--- src/rtl/ntt_ctrl_pkg.sv ---
// Shared definitions for the SDF NTT stage controller: FSM state type,
// mux select encodings and the twiddle stride helper.
package ntt_ctrl_pkg;

  typedef enum logic [1:0] {
    IDLE  = 2'd0,
    RUN   = 2'd1,
    FLUSH = 2'd2
  } ctrl_state_t;

  // Input mux: fresh sample or butterfly difference fed back into the FIFO
  localparam logic SEL_IN_SAMPLE = 1'b0;
  localparam logic SEL_IN_DIFF   = 1'b1;

  // Output mux: delayed FIFO word or butterfly sum
  localparam logic SEL_OUT_FIFO  = 1'b0;
  localparam logic SEL_OUT_SUM   = 1'b1;

  // Twiddle address step between consecutive phase-0 samples
  function automatic int tw_stride(input int n, input int d);
    return n / (2 * d);
  endfunction

endpackage

--- src/rtl/valid_delay_line.sv ---
// Fixed-latency 1-bit delay line used to align valid/done flags with the
// Montgomery multiplier output. Synchronous active-high reset clears all taps.
module valid_delay_line #(
  parameter int LAT = 1
) (
  input  logic clk,
  input  logic rst,
  input  logic din,
  output logic dout
);

  logic [LAT-1:0] taps_reg;

  // Shift the flag one tap per cycle; tap LAT-1 is the aligned output
  always_ff @(posedge clk) begin
    if (rst) begin
      taps_reg <= '0;
    end else begin
      taps_reg[0] <= din;
      for (int i = 1; i < LAT; i++) begin
        taps_reg[i] <= taps_reg[i-1];
      end
    end
  end

  assign dout = taps_reg[LAT-1];

endmodule

--- src/rtl/sdf_stage_ctrl.sv ---
// Control sequencer for one radix-2 SDF NTT stage. Tracks the sample position
// inside the transform frame and derives FIFO push/pop, mux selects and the
// twiddle ROM address from it, plus stream handshake, flush/drain sequencing
// and output-valid alignment to the multiplier latency.
// Optional macro NTT_CTRL_PERF_EN adds saturating perf_samples/perf_stalls.
module sdf_stage_ctrl
  import ntt_ctrl_pkg::*;
#(
  parameter int N        = 8,
  parameter int D        = 4,
  parameter int TW_DEPTH = 8,
  parameter int MUL_LAT  = 1
) (
  input  logic                        clk,
  input  logic                        rst,
  input  logic                        in_valid,
  output logic                        in_ready,
  input  logic                        flush_req,
  output logic                        push,
  output logic                        pop,
  output logic                        sel_in,
  output logic                        sel_out,
  output logic [$clog2(TW_DEPTH)-1:0] tw_addr,
  output logic                        out_valid,
  output logic                        frame_done,
  output logic                        busy
`ifdef NTT_CTRL_PERF_EN
  ,
  output logic [31:0]                 perf_samples,
  output logic [31:0]                 perf_stalls
`endif
);

  localparam int KW     = $clog2(N);
  localparam int DW     = $clog2(D);
  localparam int AW     = $clog2(TW_DEPTH);
  localparam int FW     = $clog2(D + 1);
  localparam int STRIDE = tw_stride(N, D);

  ctrl_state_t   state_reg;
  logic [KW-1:0] k_reg;
  logic          primed_reg;
  logic          flush_pend_reg;
  logic [FW-1:0] fill_reg;

  logic          phase;
  logic [KW-1:0] j_idx;
  logic          aligned;
  logic          last_drain;
  logic          align_stop;
  logic          adv;
  logic          done_raw;

  // Position decode: phase bit, offset within the half-block, 2D alignment
  assign phase      = k_reg[DW];
  assign j_idx      = k_reg & KW'(D - 1);
  assign aligned    = (k_reg & KW'(2 * D - 1)) == '0;
  assign last_drain = (j_idx == KW'(D - 1));

  // A pending (or same-cycle) flush at the 2D boundary stops intake that cycle
  assign align_stop = (state_reg == RUN) && (flush_pend_reg || flush_req) && aligned;
  assign in_ready   = (state_reg != FLUSH) && !align_stop;
  assign adv        = (in_valid && in_ready) || (state_reg == FLUSH);

  assign push     = adv;
  assign pop      = adv && (primed_reg || phase);
  assign sel_in   = phase ? SEL_IN_DIFF : SEL_IN_SAMPLE;
  assign sel_out  = phase ? SEL_OUT_SUM : SEL_OUT_FIFO;
  assign tw_addr  = phase ? '0 : AW'(j_idx) * AW'(STRIDE);
  assign done_raw = (state_reg == FLUSH) && last_drain;
  assign busy     = (state_reg != IDLE) || (fill_reg != '0);

  // Position counter and stage FSM
  always_ff @(posedge clk) begin
    if (rst) begin
      state_reg      <= IDLE;
      k_reg          <= '0;
      primed_reg     <= 1'b0;
      flush_pend_reg <= 1'b0;
    end else begin
      if (adv) begin
        k_reg <= k_reg + 1'b1;
      end
      case (state_reg)
        IDLE: begin
          if (adv && phase) begin
            primed_reg <= 1'b1;
            state_reg  <= RUN;
          end
        end
        RUN: begin
          if (flush_req) begin
            flush_pend_reg <= 1'b1;
          end
          if (align_stop) begin
            state_reg <= FLUSH;
          end
        end
        FLUSH: begin
          if (last_drain) begin
            k_reg          <= '0;
            primed_reg     <= 1'b0;
            flush_pend_reg <= 1'b0;
            state_reg      <= IDLE;
          end
        end
        default: state_reg <= IDLE;
      endcase
    end
  end

  // FIFO occupancy for busy; drain-cycle writes are filler, so the delay
  // line is treated as empty once the final difference has left it
  always_ff @(posedge clk) begin
    if (rst || done_raw) begin
      fill_reg <= '0;
    end else if (push && !pop && (fill_reg != FW'(D))) begin
      fill_reg <= fill_reg + 1'b1;
    end
  end

  valid_delay_line #(.LAT(MUL_LAT)) u_valid_dly (
    .clk  (clk),
    .rst  (rst),
    .din  (pop),
    .dout (out_valid)
  );

  valid_delay_line #(.LAT(MUL_LAT)) u_done_dly (
    .clk  (clk),
    .rst  (rst),
    .din  (done_raw),
    .dout (frame_done)
  );

`ifdef NTT_CTRL_PERF_EN
  logic [31:0] perf_samples_reg;
  logic [31:0] perf_stalls_reg;

  // Saturating activity counters: delivered results and starved RUN cycles
  always_ff @(posedge clk) begin
    if (rst) begin
      perf_samples_reg <= '0;
      perf_stalls_reg  <= '0;
    end else begin
      if (out_valid && (perf_samples_reg != '1)) begin
        perf_samples_reg <= perf_samples_reg + 1'b1;
      end
      if ((state_reg == RUN) && !in_valid && (perf_stalls_reg != '1)) begin
        perf_stalls_reg <= perf_stalls_reg + 1'b1;
      end
    end
  end

  assign perf_samples = perf_samples_reg;
  assign perf_stalls  = perf_stalls_reg;
`endif

endmodule

--- config.mk ---
export PLATFORM = sky130hd
export DESIGN_NAME = sdf_stage_ctrl
export DESIGN_NICKNAME = d
export VERILOG_FILES = /design/src/rtl/ntt_ctrl_pkg.sv /design/src/rtl/valid_delay_line.sv /design/src/rtl/sdf_stage_ctrl.sv
export SDC_FILE = /design/constraint.sdc
export NUM_CORES = 1
export LEC_CHECK = 0
export ABC_CLOCK_PERIOD_IN_PS = 1730
export BUFFER_PORTS_ARGS = -buffer_cell sky130_fd_sc_hd__buf_2
export CORE_MARGIN = 5
export CORE_UTILIZATION = 50
export CTS_CLUSTER_DIAMETER = 30
export DETAILED_ROUTE_END_ITERATION = 8
export MAX_ROUTING_LAYER = met4
export PLACE_DENSITY = 0.86
export SYNTH_ARGS = -nofsm -noshare
export SYNTH_HDL_FRONTEND = slang
export SYNTH_SLANG_ARGS = --single-unit
--- constraint.sdc ---
create_clock -name clk -period 1.73 [get_ports clk]
set_input_delay 0.2595 -clock clk [delete_from_list [all_inputs] [get_ports clk]]
set_output_delay 0.2595 -clock clk [all_outputs]
set_load 0.05 [all_outputs]
After elaboration in Yosys (flattened, before gate mapping):

Cells that the tools add are included.

* bits of input ports: 4
* flip-flop bits (word level): 12
* output and inout port bits: 11
* logic and storage cells: 57

* $add $sub $neg: 2
* equal/unequal tests: 9
* mux-type cells: 14
* reduce and logical (&&, ||, !) cells: 25

Operators with widths (number)
* inequality test 2 bit, second input constant: 5
* logical AND 1 bit: 9
* 2-to-1 mux 3 bit: 3
* AND reduction 3 bit: 3
* 2-to-1 mux 2 bit: 4
* adder 3 x 1 -> 3 bit, second input constant: 2
* one-hot mux 2 bit (3 select lines): 1
* nonzero test 2 bit: 3
* logical OR 1 bit: 5
* == test 2 bit, second input constant: 2
* 2-to-1 mux 1 bit: 4
* one-hot mux 1 bit (2 select lines): 2
* zero test 3 bit: 1
* inequality test 3 bit, second input constant: 1
* nonzero test 3 bit: 1
* == test 2 x 1 -> 1 bit, second input constant: 1
* zero test 1 bit: 2
* zero test 2 bit: 1

Logic depth before layout (Yosys ltp):

Gate-level depths: netlist (run 1).

* word-level depth: 11
* mapped depth: 7
* mapped depth without buffers: 7

Cells and area by module:

From an unflattened synthesis (run 1), not the netlist that was laid out.

* cell total of the unflattened synthesis: 79
* area, all modules: 648.1 µm²

Modules (own cells, without submodules)
* sdf_stage_ctrl: seq. area each 200.2 µm², cells an instance 75, times used 1, area an instance 580.6 µm²
* valid_delay_line: seq. area each 20.0 µm², cells an instance 2, times used 2, area an instance 33.8 µm²

Worst setup path after synthesis (run 1):

OpenSTA, ideal clock, no wires.

* path type: register -> output
* from: reg k_reg[2]
* to: out in_ready
* data required time: 1.470 ns
* path buffers: 1
* slack: -0.382 ns
* cell stages (with the launch flop): 6
* arrival time: 1.852 ns
* cell sequence: dfxtp_1 > buf_2 > nand2b_4 > or2_2 > nor2_1 > nor2_1

* word-level cells in the longest chain between the ends: 4

Ends and longest elaborated chain
* start: declaration: RTL line sdf_stage_ctrl.sv:41 `logic [KW-1:0] k_reg;`
* start signal: assignment: RTL line sdf_stage_ctrl.sv:82 `k_reg <= k_reg + 1'b1;`
* zero test 3 bit: RTL line sdf_stage_ctrl.sv:57 `assign aligned = (k_reg & KW'(2 * D - 1)) == '0;`
* logical AND 1 bit: RTL line sdf_stage_ctrl.sv:61 `assign align_stop = (state_reg == RUN) && (flush_pend_reg || flush_req) && aligned;`
* zero test 1 bit: RTL line sdf_stage_ctrl.sv:62 `assign in_ready = (state_reg != FLUSH) && !align_stop;`
* logical AND 1 bit: RTL line sdf_stage_ctrl.sv:62
* end: declaration: RTL line sdf_stage_ctrl.sv:17 `output logic in_ready,`

Every way passes these cells.

Worst setup path after layout (run 1):

* from: reg k_reg[1]
* to: out push

* word-level cells in the longest chain between the ends: 6

Ends and longest elaborated chain
* zero test 3 bit: RTL line sdf_stage_ctrl.sv:57
* logical AND 1 bit: RTL line sdf_stage_ctrl.sv:61
* zero test 1 bit: RTL line sdf_stage_ctrl.sv:62
* logical AND 1 bit: RTL line sdf_stage_ctrl.sv:62
* logical AND 1 bit: RTL line sdf_stage_ctrl.sv:63 `assign adv = (in_valid && in_ready) || (state_reg == FLUSH);`
* logical OR 1 bit: RTL line sdf_stage_ctrl.sv:63
* end: declaration: RTL line sdf_stage_ctrl.sv:19 `output logic push,`

Every way passes these cells.

==> results.yml, run 1 <==
outcome:
  outcome: "completed"
finish:
  drive_above_1_share: 0.444
  antennaDiodeCount: 0
  syn2layout_area_growth_pct: 41.1
  layout.nets: 117
  nFillCells: 105
  post-route-cell-area_um2: 928
flow_run:
  maxCapViolations: 0
yosys:
  synth_cell_type_count: 31
  yosys.area_share.adder: 0.0760
  ys_top_cells_by_area: "dfxtp_1 37%, ha_1 7.6%, nor2_1 7.4%"
  syn_nets: 90
  synthXorXnorAreaFrac: 0.0133
  synth_edf_count: 0
  synth_compound_area_frac: 0.181
  synth_top_family_by_area: "simple AND/OR/NAND/NOR gates"
  synthArstFlopShare: 0
  synth_top_cell_by_area: "dfxtp_1"
  syn_avg_cell_area_um2: 8.03
  yosys_most_used_dff: "dfxtp_1"
  synth_top_area_share: 0.365
  syn_inst: 82
  syn_area_um2: 658
  yosysMostFrequentCell: "nor2_1"
  ys_ff_latch: 12
  ys_warn_count: 0
  ys_seq_area_frac: 0.365
  synth-simple-area-share: 0.278
  synth_mux_area_frac: 0
  synth.top_cells.by_count: "13 x nor2_1, 12 x dfxtp_1, 8 x a21oi_1"
clock_tree:
  tritoncts: "built"
  cts_made_buffers: 3
  clkLatencyLatePin_ns: 0.28
  htreeDepth: 1
  cts_root_buf: "clkbuf_4"
  cts_hold_buf: 0
  numClockSinks: 12
  clkTransAtPathRegs_ns: 0.08
  cts_max_path_buffers: 2
worst_setup_path:
  crit_buf_inv: 3
  critical_path_depth: 6
  cp.required_ns: 1.47
  critPathKind: "register to output pin"
  cp-start-kind: "register"
  worst_path_max_delay_cell: "dfxtp_2"
  end_kind: "output pin"
  path_common_cell: "inv_2"
  crit_chain: "inv_2, ha_4, nand2b_4, o32ai_4, inv_2, buf_8"
  path_max_fanout: 4
  crit_arrival_ns: 1.46
  crit_family: "flip-flops"
  max_stage_delay_ns: 0.33
  ff2ff_path_depth: 5
sta:
  rsz0062_at_grt: "yes"
  slew_violations: 0
  fmaxAchievable_mhz: 581
  min_period_ns: 1.72
  finalSetupViolations: 0
  skew_ns: 0.00980
  hold_viol_final: 0
  timing.final.crit_share: 0.995
power:
  pwr_density_cell_nw_per_um2: 774
  power.leakage_nw: 0.427
  vdd_drop_max_uv: 700
  total_power_w: 0.000719
global_routing:
  overflow: 0
  grt_max_degree: 9
  grt_usage: 0.164
  grt_pass1_wl_um: 2420
  antenna_found_initial: 0
  grt_pass1_vias: 604
detailed_routing:
  routedWlPerCell_um: 12.3
  finalWirelength_um: 1520
  via_count: 643
  route.detailed.drc: 0
  first_pass_iters: 2
  drt-initial-drc-count: 3
  vias_per_cell: 5.23
  antenna_left: 0
worst_hold_path:
  min_path_cells: 2
  hold_class: "input port to register"
floorplan:
  core_um2: 1270
  die_area_um2: 2140
  rows: 13
  ios: 15
  die_w_um: 46.3
  start_util: 0.519
  die-height_um: 46.3
placement:
  io_buffers: 13
  place_area_um2: 764
  dp_hpwl_um: 1040
  place_congestion: 0.779
==> routing by layer <==
layer,vias up,wire length [um],GRT usage
met3,2,77,0.0742
met2,12,831,0.308
met1,308,599,0.151
met5,-,0,-
met4,0,8,0.0284
li1,321,-,-
==> layout make-up <==
cell class / count / area, um^2 / share of cell area
Clock buffer: 4 / 36.3 / 0.0391
Inverter: 8 / 30.0 / 0.0323
Multi-Input combinational cell: 58 / 409 / 0.441
Sequential cell: 12 / 249 / 0.268
Tap cell: 15 / 18.8 / 0.0202
Timing Repair Buffer: 26 / 185 / 0.199
==> kinds of logic (layout without fill, tap and decap cells) <==
family                     count (synthesis)  after routing
and+or+nand+nor                           36             36
AOI/OAI and AO/OA                         16             16
DFF                                       12             12
buffers and inverters                     12             38
adders and majority gates                  4              4
other                                      1              1
xor gates and xnor gates                   1              1
==> worst register-to-register path: stages (launching register included) <==
cell and delay, ns:
dfxtp_2 0.37, and2b_2 0.29, o32ai_4 0.14, buf_4 0.16, or4_1 0.46, a21oi_1 0.14
==> placed cells by master (no fill, tap or decap), drive strengths merged, types with 2 or more instances in the layout <==
cell type,count
inv,8
or2,2
buf,26
a21oi,8
nor2,13
and2,3
o21ai,2
clkbuf,4
dfxtp,12
nand2,7
nand2b,2
nand3,3
ha,4
==> where the power goes <==
part / switching (W) / total (W) / internal (W)
Combinational: 0.000120 / 0.000192 / 0.0000714
Clock: 0.0000988 / 0.000227 / 0.000128
Sequential: 0.0000103 / 0.000300 / 0.000290
==> through the flow <==
stage               setup slack, ns  hold slack [ns]  TNS, ns  utilization  instances
finish                      0.00843            0.223        0        0.732        123
global placement             0.0620            0.461        0        0.603        110
detailed placement          0.00202            0.478        0        0.603        110
global route                -0.0742            0.230   -0.109        0.732        123
floorplan                    0.0344            0.331        0            -         82
CTS                         0.00516            0.218        0        0.706        119
==> timing repair <==
item / 4_1_cts / 5_1_grt
resized for setup: 20 / 1
pin swaps: 3 / 1
endpoints found under the setup margin: 3 / 3
setup buffers: 5 / 4
==> path summary, 6_finish.rpt <==
kind                                  start                         to  slack, ns
setup reg to reg  state_reg[0]$_SDFFE_PP0P_   fill_reg[2]$_SDFFE_PP0P_       0.10
setup / recovery        k_reg[1]$_SDFF_PP0_                       push      0.008
hold / removal                          rst  state_reg[0]$_SDFFE_PP0P_       0.22
hold reg to reg    fill_reg[2]$_SDFFE_PP0P_   fill_reg[2]$_SDFFE_PP0P_       0.50
Note: power is estimated with default switching activity, not from simulation.
==> inputs of run 2 (changes only) <==
--- a/config.mk
+++ b/config.mk
@@ -6,13 +6,13 @@
 export NUM_CORES = 1
 export LEC_CHECK = 0
 export ABC_CLOCK_PERIOD_IN_PS = 1730
-export BUFFER_PORTS_ARGS = -buffer_cell sky130_fd_sc_hd__buf_2
-export CORE_MARGIN = 5
-export CORE_UTILIZATION = 50
+export CORE_AREA = 5 5 42 44
 export CTS_CLUSTER_DIAMETER = 30
 export DETAILED_ROUTE_END_ITERATION = 8
+export DIE_AREA = 0 0 47 49
+export DONT_BUFFER_PORTS = 1
 export MAX_ROUTING_LAYER = met4
-export PLACE_DENSITY = 0.86
+export PLACE_DENSITY = 0.75
 export SYNTH_ARGS = -nofsm -noshare
 export SYNTH_HDL_FRONTEND = slang
 export SYNTH_SLANG_ARGS = --single-unit
==> run 2 against run 1 <==
The run now ends with negative setup slack left; cell count down 8.9%; utilization shrank 10 points; sequential power grew 2%; die area grew 7.5%; clock-buffer cell count unchanged; clock power is 4% lower; final area fell by 4.7%; fmax fell by 0.55%; critical path depth stayed put; sequential share of layout area grew 1.0 points; total power is 1.4% lower; register-to-register slack hardly changed; critical path type unchanged.
==> results.yml, run 2 (synthesis gave the netlist of run 1 again) <==
detailed_routing:
  drt-initial-drc-count: 8
  route.detailed.drc: 0
  antenna_left: 0
  routedWlPerCell_um: 13.1
  via_count: 589
  finalWirelength_um: 1470
  vias_per_cell: 5.26
  first_pass_iters: 4
worst_setup_path:
  path_max_fanout: 4
  critPathKind: "register to output pin"
  cp-start-kind: "register"
  crit_arrival_ns: 1.47
  worst_path_max_delay_cell: "dfxtp_2"
  path_common_cell: "inv_2"
  cp.required_ns: 1.47
  crit_family: "flip-flops"
  crit_buf_inv: 3
  end_kind: "output pin"
  max_stage_delay_ns: 0.34
  crit_chain: "inv_2, ha_4, nand2b_4, o32ai_4, inv_2, buf_12"
sta:
  rsz0062_at_grt: "yes"
  skew_ns: 0.00398
  slew_headroom: 0.629
  min_period_ns: 1.73
  hold_viol_final: 0
  finalSetupViolations: 1
  setup_slack_ns: -0.00116
  tightest_slew_ns: 0.555
  timing.final.crit_share: 1.00
  slew_violations: 0
  fmaxAchievable_mhz: 578
clock_tree:
  cts_max_path_buffers: 2
  htreeDepth: 1
  cts_hold_buf: 0
  cts_made_buffers: 3
  cts_root_buf: "clkbuf_4"
  tritoncts: "built"
  clkTransAtPathRegs_ns: 0.08
  numClockSinks: 12
  clkLatencyLatePin_ns: 0.26
power:
  swShare: 0.308
  power.switching_w: 0.000218
  power.leakage_nw: 0.376
  vdd_drop_max_uv: 529
  p_comb_frac: 0.259
  pwr_density_cell_nw_per_um2: 801
  clockPowerShare: 0.309
  seqPwrFrac: 0.432
  p_int_w: 0.000490
finish:
  syn2layout_area_growth_pct: 34.4
  layout.nets: 105
  final_common_cell: "buf_4"
  antennaDiodeCount: 0
  post-route-cell-area_um2: 885
  drive_above_1_share: 0.375
  nFillCells: 119
  final_cell_mix: "11 x buf_4, 10 x nor2_1, 8 x a21oi_1"
floorplan:
  ios: 15
  start_util: 0.470
  rows: 14
  die-height_um: 49
  die_w_um: 47
  core_um2: 1400
  die_area_um2: 2300
outcome:
  outcome: "finished, violations left"
  violations: "negative setup slack"
global_routing:
  antenna_found_initial: 0
  grt_pass1_vias: 564
  grt_usage: 0.148
  overflow: 0
  grt_max_degree: 8
  grt_pass1_wl_um: 2440
placement:
  dp_slack_ns: 0.0291
  dp_hpwl_um: 1070
  place_congestion: 0.794
  place_area_um2: 776
  io_buffers: 0
worst_hold_path:
  hold_class: "input port to register"
flow_run:
  maxCapViolations: 0
[run 2: changes by cell type in the layout (fill, tap and decap cells not counted)]
cell | before | now
buf_8 | 1 | 0
buf_2 | 10 | 0
buf_4 | 13 | 11
dfxtp_2 | 4 | 5
buf_12 | 0 | 3
dfxtp_4 | 1 | 0
buf_6 | 2 | 0
[run 2: worst reg2reg max path: stages (launching register included)]
cell and delay (ns):
dfxtp_2 0.36, and2b_2 0.29, o32ai_4 0.13, buf_4 0.16
or4_1 0.47, a21oi_1 0.15
[run 2: worst paths after layout]
kind | from | slack [ns] | cells after the start | endpoint
min reg2reg | k_reg[0]$_SDFF_PP0_ | 0.48 | 2 | k_reg[0]$_SDFF_PP0_
max reg2reg | state_reg[0]$_SDFFE_PP0P_ | 0.11 | 5 | fill_reg[2]$_SDFFE_PP0P_
max | k_reg[0]$_SDFF_PP0_ | -0.001 | 6 | push
min | rst | 0.05 | 1 | u_done_dly.dout$_SDFF_PP0_
[run 2: repair_timing]
action | 4_1_cts | 5_1_grt
buffers inserted | 5 | 0
gates resized for setup | 13 | 0
pin swaps | 3 | 1
endpoints found under the setup margin | 3 | 3
[run 2: area by class of cell]
| cell class | count | area (um^2) | share of cell area |
|---|---|---|---|
| Clock buffer | 4 | 36.3 | 0.0410 |
| Inverter | 8 | 30.0 | 0.0339 |
| Multi-Input combinational cell | 58 | 409 | 0.463 |
| Sequential cell | 12 | 246 | 0.279 |
| Tap cell | 16 | 20.0 | 0.0226 |
| Timing Repair Buffer | 14 | 143 | 0.161 |
[run 2: power groups by stage]
stage	registers [W]	clock network, W	logic, W
2_1_floorplan	0.000310	0	0.000121
3_3_place_gp	0.000310	0	0.000157
3_5_place_dp	0.000311	0	0.000161
4_1_cts	0.000306	0.000226	0.000181
5_1_grt	0.000307	0.000246	0.000199
6_report	0.000306	0.000219	0.000184
[run 2: routing by layer]
layer,share of wire,vias to the layer above,wire (um),GRT usage
li1,-,299,-,-
met1,0.41,277,599,0.165
met2,0.53,11,777,0.238
met3,0.056,2,82,0.0443
met4,0.0082,0,12,0.0599
met5,0,-,0,-
[run 2: metrics by stage]
stage,power (W),util,hold slack (ns),setup TNS (ns),cells
2_1_floorplan,0.000431,-,0.331,0,82
3_3_place_gp,0.000467,0.554,0.333,0,103
3_5_place_dp,0.000473,0.554,0.334,0,103
4_1_cts,0.000712,0.631,0.0464,-0.0143,112
5_1_grt,0.000752,0.631,0.0267,-0.122,112
6_report,0.000708,0.631,0.0524,-0.00116,112
==> inputs of run 3 (changes only) <==
--- a/config.mk
+++ b/config.mk
@@ -12,7 +12,7 @@
 export DIE_AREA = 0 0 47 49
 export DONT_BUFFER_PORTS = 1
 export MAX_ROUTING_LAYER = met4
-export PLACE_DENSITY = 0.75
+export PLACE_DENSITY = 0.66
 export SYNTH_ARGS = -nofsm -noshare
 export SYNTH_HDL_FRONTEND = slang
 export SYNTH_SLANG_ARGS = --single-unit
==> run 3 against run 2 <==
The run still ends with negative setup slack left; wire length unchanged; sequential share of layout area down 0.57 points; die area unchanged; sequential cell count unchanged; total power up 1.1%; via count up 4.2%; critical endpoint unchanged; largest cell class unchanged.
==> results.yml, run 3 (synthesis gave the netlist of run 1 again) <==
sta:
  min_period_ns: 1.74
  rsz0062_at_grt: "yes"
  hold_viol_final: 0
  skew_ns: 0.00386
  tightest_slew_ns: 0.486
  slew_headroom: 0.672
  setup_slack_ns: -0.0130
  fmaxAchievable_mhz: 574
  timing.final.crit_share: 1.01
  finalSetupViolations: 1
  slew_violations: 0
  finalHoldWorstSlack_ns: 0.0449
floorplan:
  ios: 15
  die_w_um: 47
  start_util: 0.470
  die-height_um: 49
  rows: 14
  die_area_um2: 2300
  core_um2: 1400
global_routing:
  overflow: 0
  grt_max_degree: 8
  busiest_layer: "met2"
  grt_usage: 0.152
  grt_use_met1: 0.183
  grt_use_met3: 0.0443
  antenna_found_initial: 0
  grt_pass1_vias: 624
  grt_pass1_wl_um: 2590
  grt_use_met2: 0.233
detailed_routing:
  antenna_left: 0
  route.detailed.drc: 0
  routedWlPerCell_um: 12.7
  vias_per_cell: 5.29
  finalWirelength_um: 1470
  first_pass_iters: 4
  drt-initial-drc-count: 5
  via_count: 614
worst_setup_path:
  ff2ff_path_depth: 4
  critPathKind: "register to output pin"
  worst_path_max_delay_cell: "o32ai_4"
  worstReg2RegEnd: "fill_reg[2]$_SDFFE_PP0P_"
  crit_chain: "inv_2, ha_4, nand2b_4, o32ai_4, inv_2, buf_8"
  path_common_cell: "inv_2"
  cp-start-kind: "register"
  crit_arrival_ns: 1.48
  path_max_fanout: 5
  end_kind: "output pin"
  cp.required_ns: 1.47
  timing.rr.start: "state_reg[0]$_SDFFE_PP0P_"
  max_stage_delay_ns: 0.35
  rrSetupSlack_ns: 0.22
clock_tree:
  htreeDepth: 1
  cts_max_path_buffers: 2
  clkLatencyLatePin_ns: 0.27
  cts_made_buffers: 3
  cts_root_buf: "clkbuf_4"
  clkTransAtPathRegs_ns: 0.08
  numClockSinks: 12
  tritoncts: "built"
power:
  seqPwrFrac: 0.425
  power.switching_w: 0.000221
  swShare: 0.309
  p_int_w: 0.000495
  power.leakage_nw: 0.395
  p_comb_frac: 0.265
  pwr_density_cell_nw_per_um2: 785
  vdd_drop_max_uv: 372
  clockPowerShare: 0.311
flow_run:
  maxCapViolations: 0
finish:
  final_cell_mix: "15 x buf_4, 10 x nor2_1, 8 x a21oi_1"
  antennaDiodeCount: 0
  fin_cells: 116
  post-route-cell-area_um2: 912
  syn2layout_area_growth_pct: 38.6
  layout.nets: 109
  nFillCells: 123
  utilization: 0.651
  final_common_cell: "buf_4"
  drive_above_1_share: 0.400
placement:
  place_area_um2: 771
  place_congestion: 0.881
  io_buffers: 0
  dp_hpwl_um: 1070
  dp_slack_ns: 0.0516
  dp_cells: 104
worst_hold_path:
  min_path_cells: 1
  worstHoldEndpoint: "state_reg[0]$_SDFFE_PP0P_"
  hold_class: "input port to register"
  min-delay-start: "rst"
outcome:
  outcome: "finished, violations left"
  violations: "negative setup slack"
run 3: repair_timing:
action / in CTS / in global routing
gates cloned: 0 / 0
resized for setup: 16 / 0
setup buffers: 8 / 0
pin swaps: 3 / 1
endpoints found under the setup margin: 3 / 3
hold buffers: 0 / 0
run 3: through the flow:
stage,total power (W),TNS (ns)
final,0.000716,-0.0130
after global routing,0.000757,-0.201
after CTS,0.000721,-0.00530
after detailed placement,0.000475,0
after global placement,0.000472,0
after floorplan,0.000431,0
run 3: power by group through the flow:
stage               clock [W]  combinational [W]  sequential (W)
finish               0.000223           0.000190        0.000304
global route         0.000242           0.000209        0.000306
CTS                  0.000230           0.000188        0.000303
detailed placement          0           0.000164        0.000311
global placement            0           0.000162        0.000310
floorplan                   0           0.000121        0.000310
run 3: routing by layer:
metal | wire [um] | vias up
li1 | - | 305
met1 | 624 | 289
met2 | 731 | 16
met3 | 84 | 4
met4 | 31 | 0
met5 | 0 | -
run 3: final cells by class:
class,instances,area (um^2),area share
Timing Repair Buffer,18,168,0.184
Sequential cell,12,249,0.273
Clock buffer,4,36.3,0.0398
Tap cell,16,20.0,0.0219
Multi-Input combinational cell,58,409,0.449
Inverter,8,30.0,0.0329
run 3: worst max-delay path by stage:
stage | from | to | slack [ns] | cells after the start
after floorplan | k_reg[2]$_SDFF_PP0_ | fill_reg[0]$_SDFFE_PP0P_ | 0.03 | 6
after global placement | k_reg[0]$_SDFF_PP0_ | in_ready | 0.08 | 7
after detailed placement | k_reg[0]$_SDFF_PP0_ | in_ready | 0.05 | 7
after CTS | k_reg[1]$_SDFF_PP0_ | push | -0.005 | 6
after global routing | k_reg[1]$_SDFF_PP0_ | push | -0.1 | 6
final | k_reg[1]$_SDFF_PP0_ | push | -0.01 | 6
run 3: worst max-delay path, delay by kind of cell (launching register included):
family | cells | cell delay [ns]
flops | 1 | 0.33
buf+inv | 3 | 0.32
fa+ha+maj | 1 | 0.14
simple gates | 1 | 0.07
compound gates | 1 | 0.35
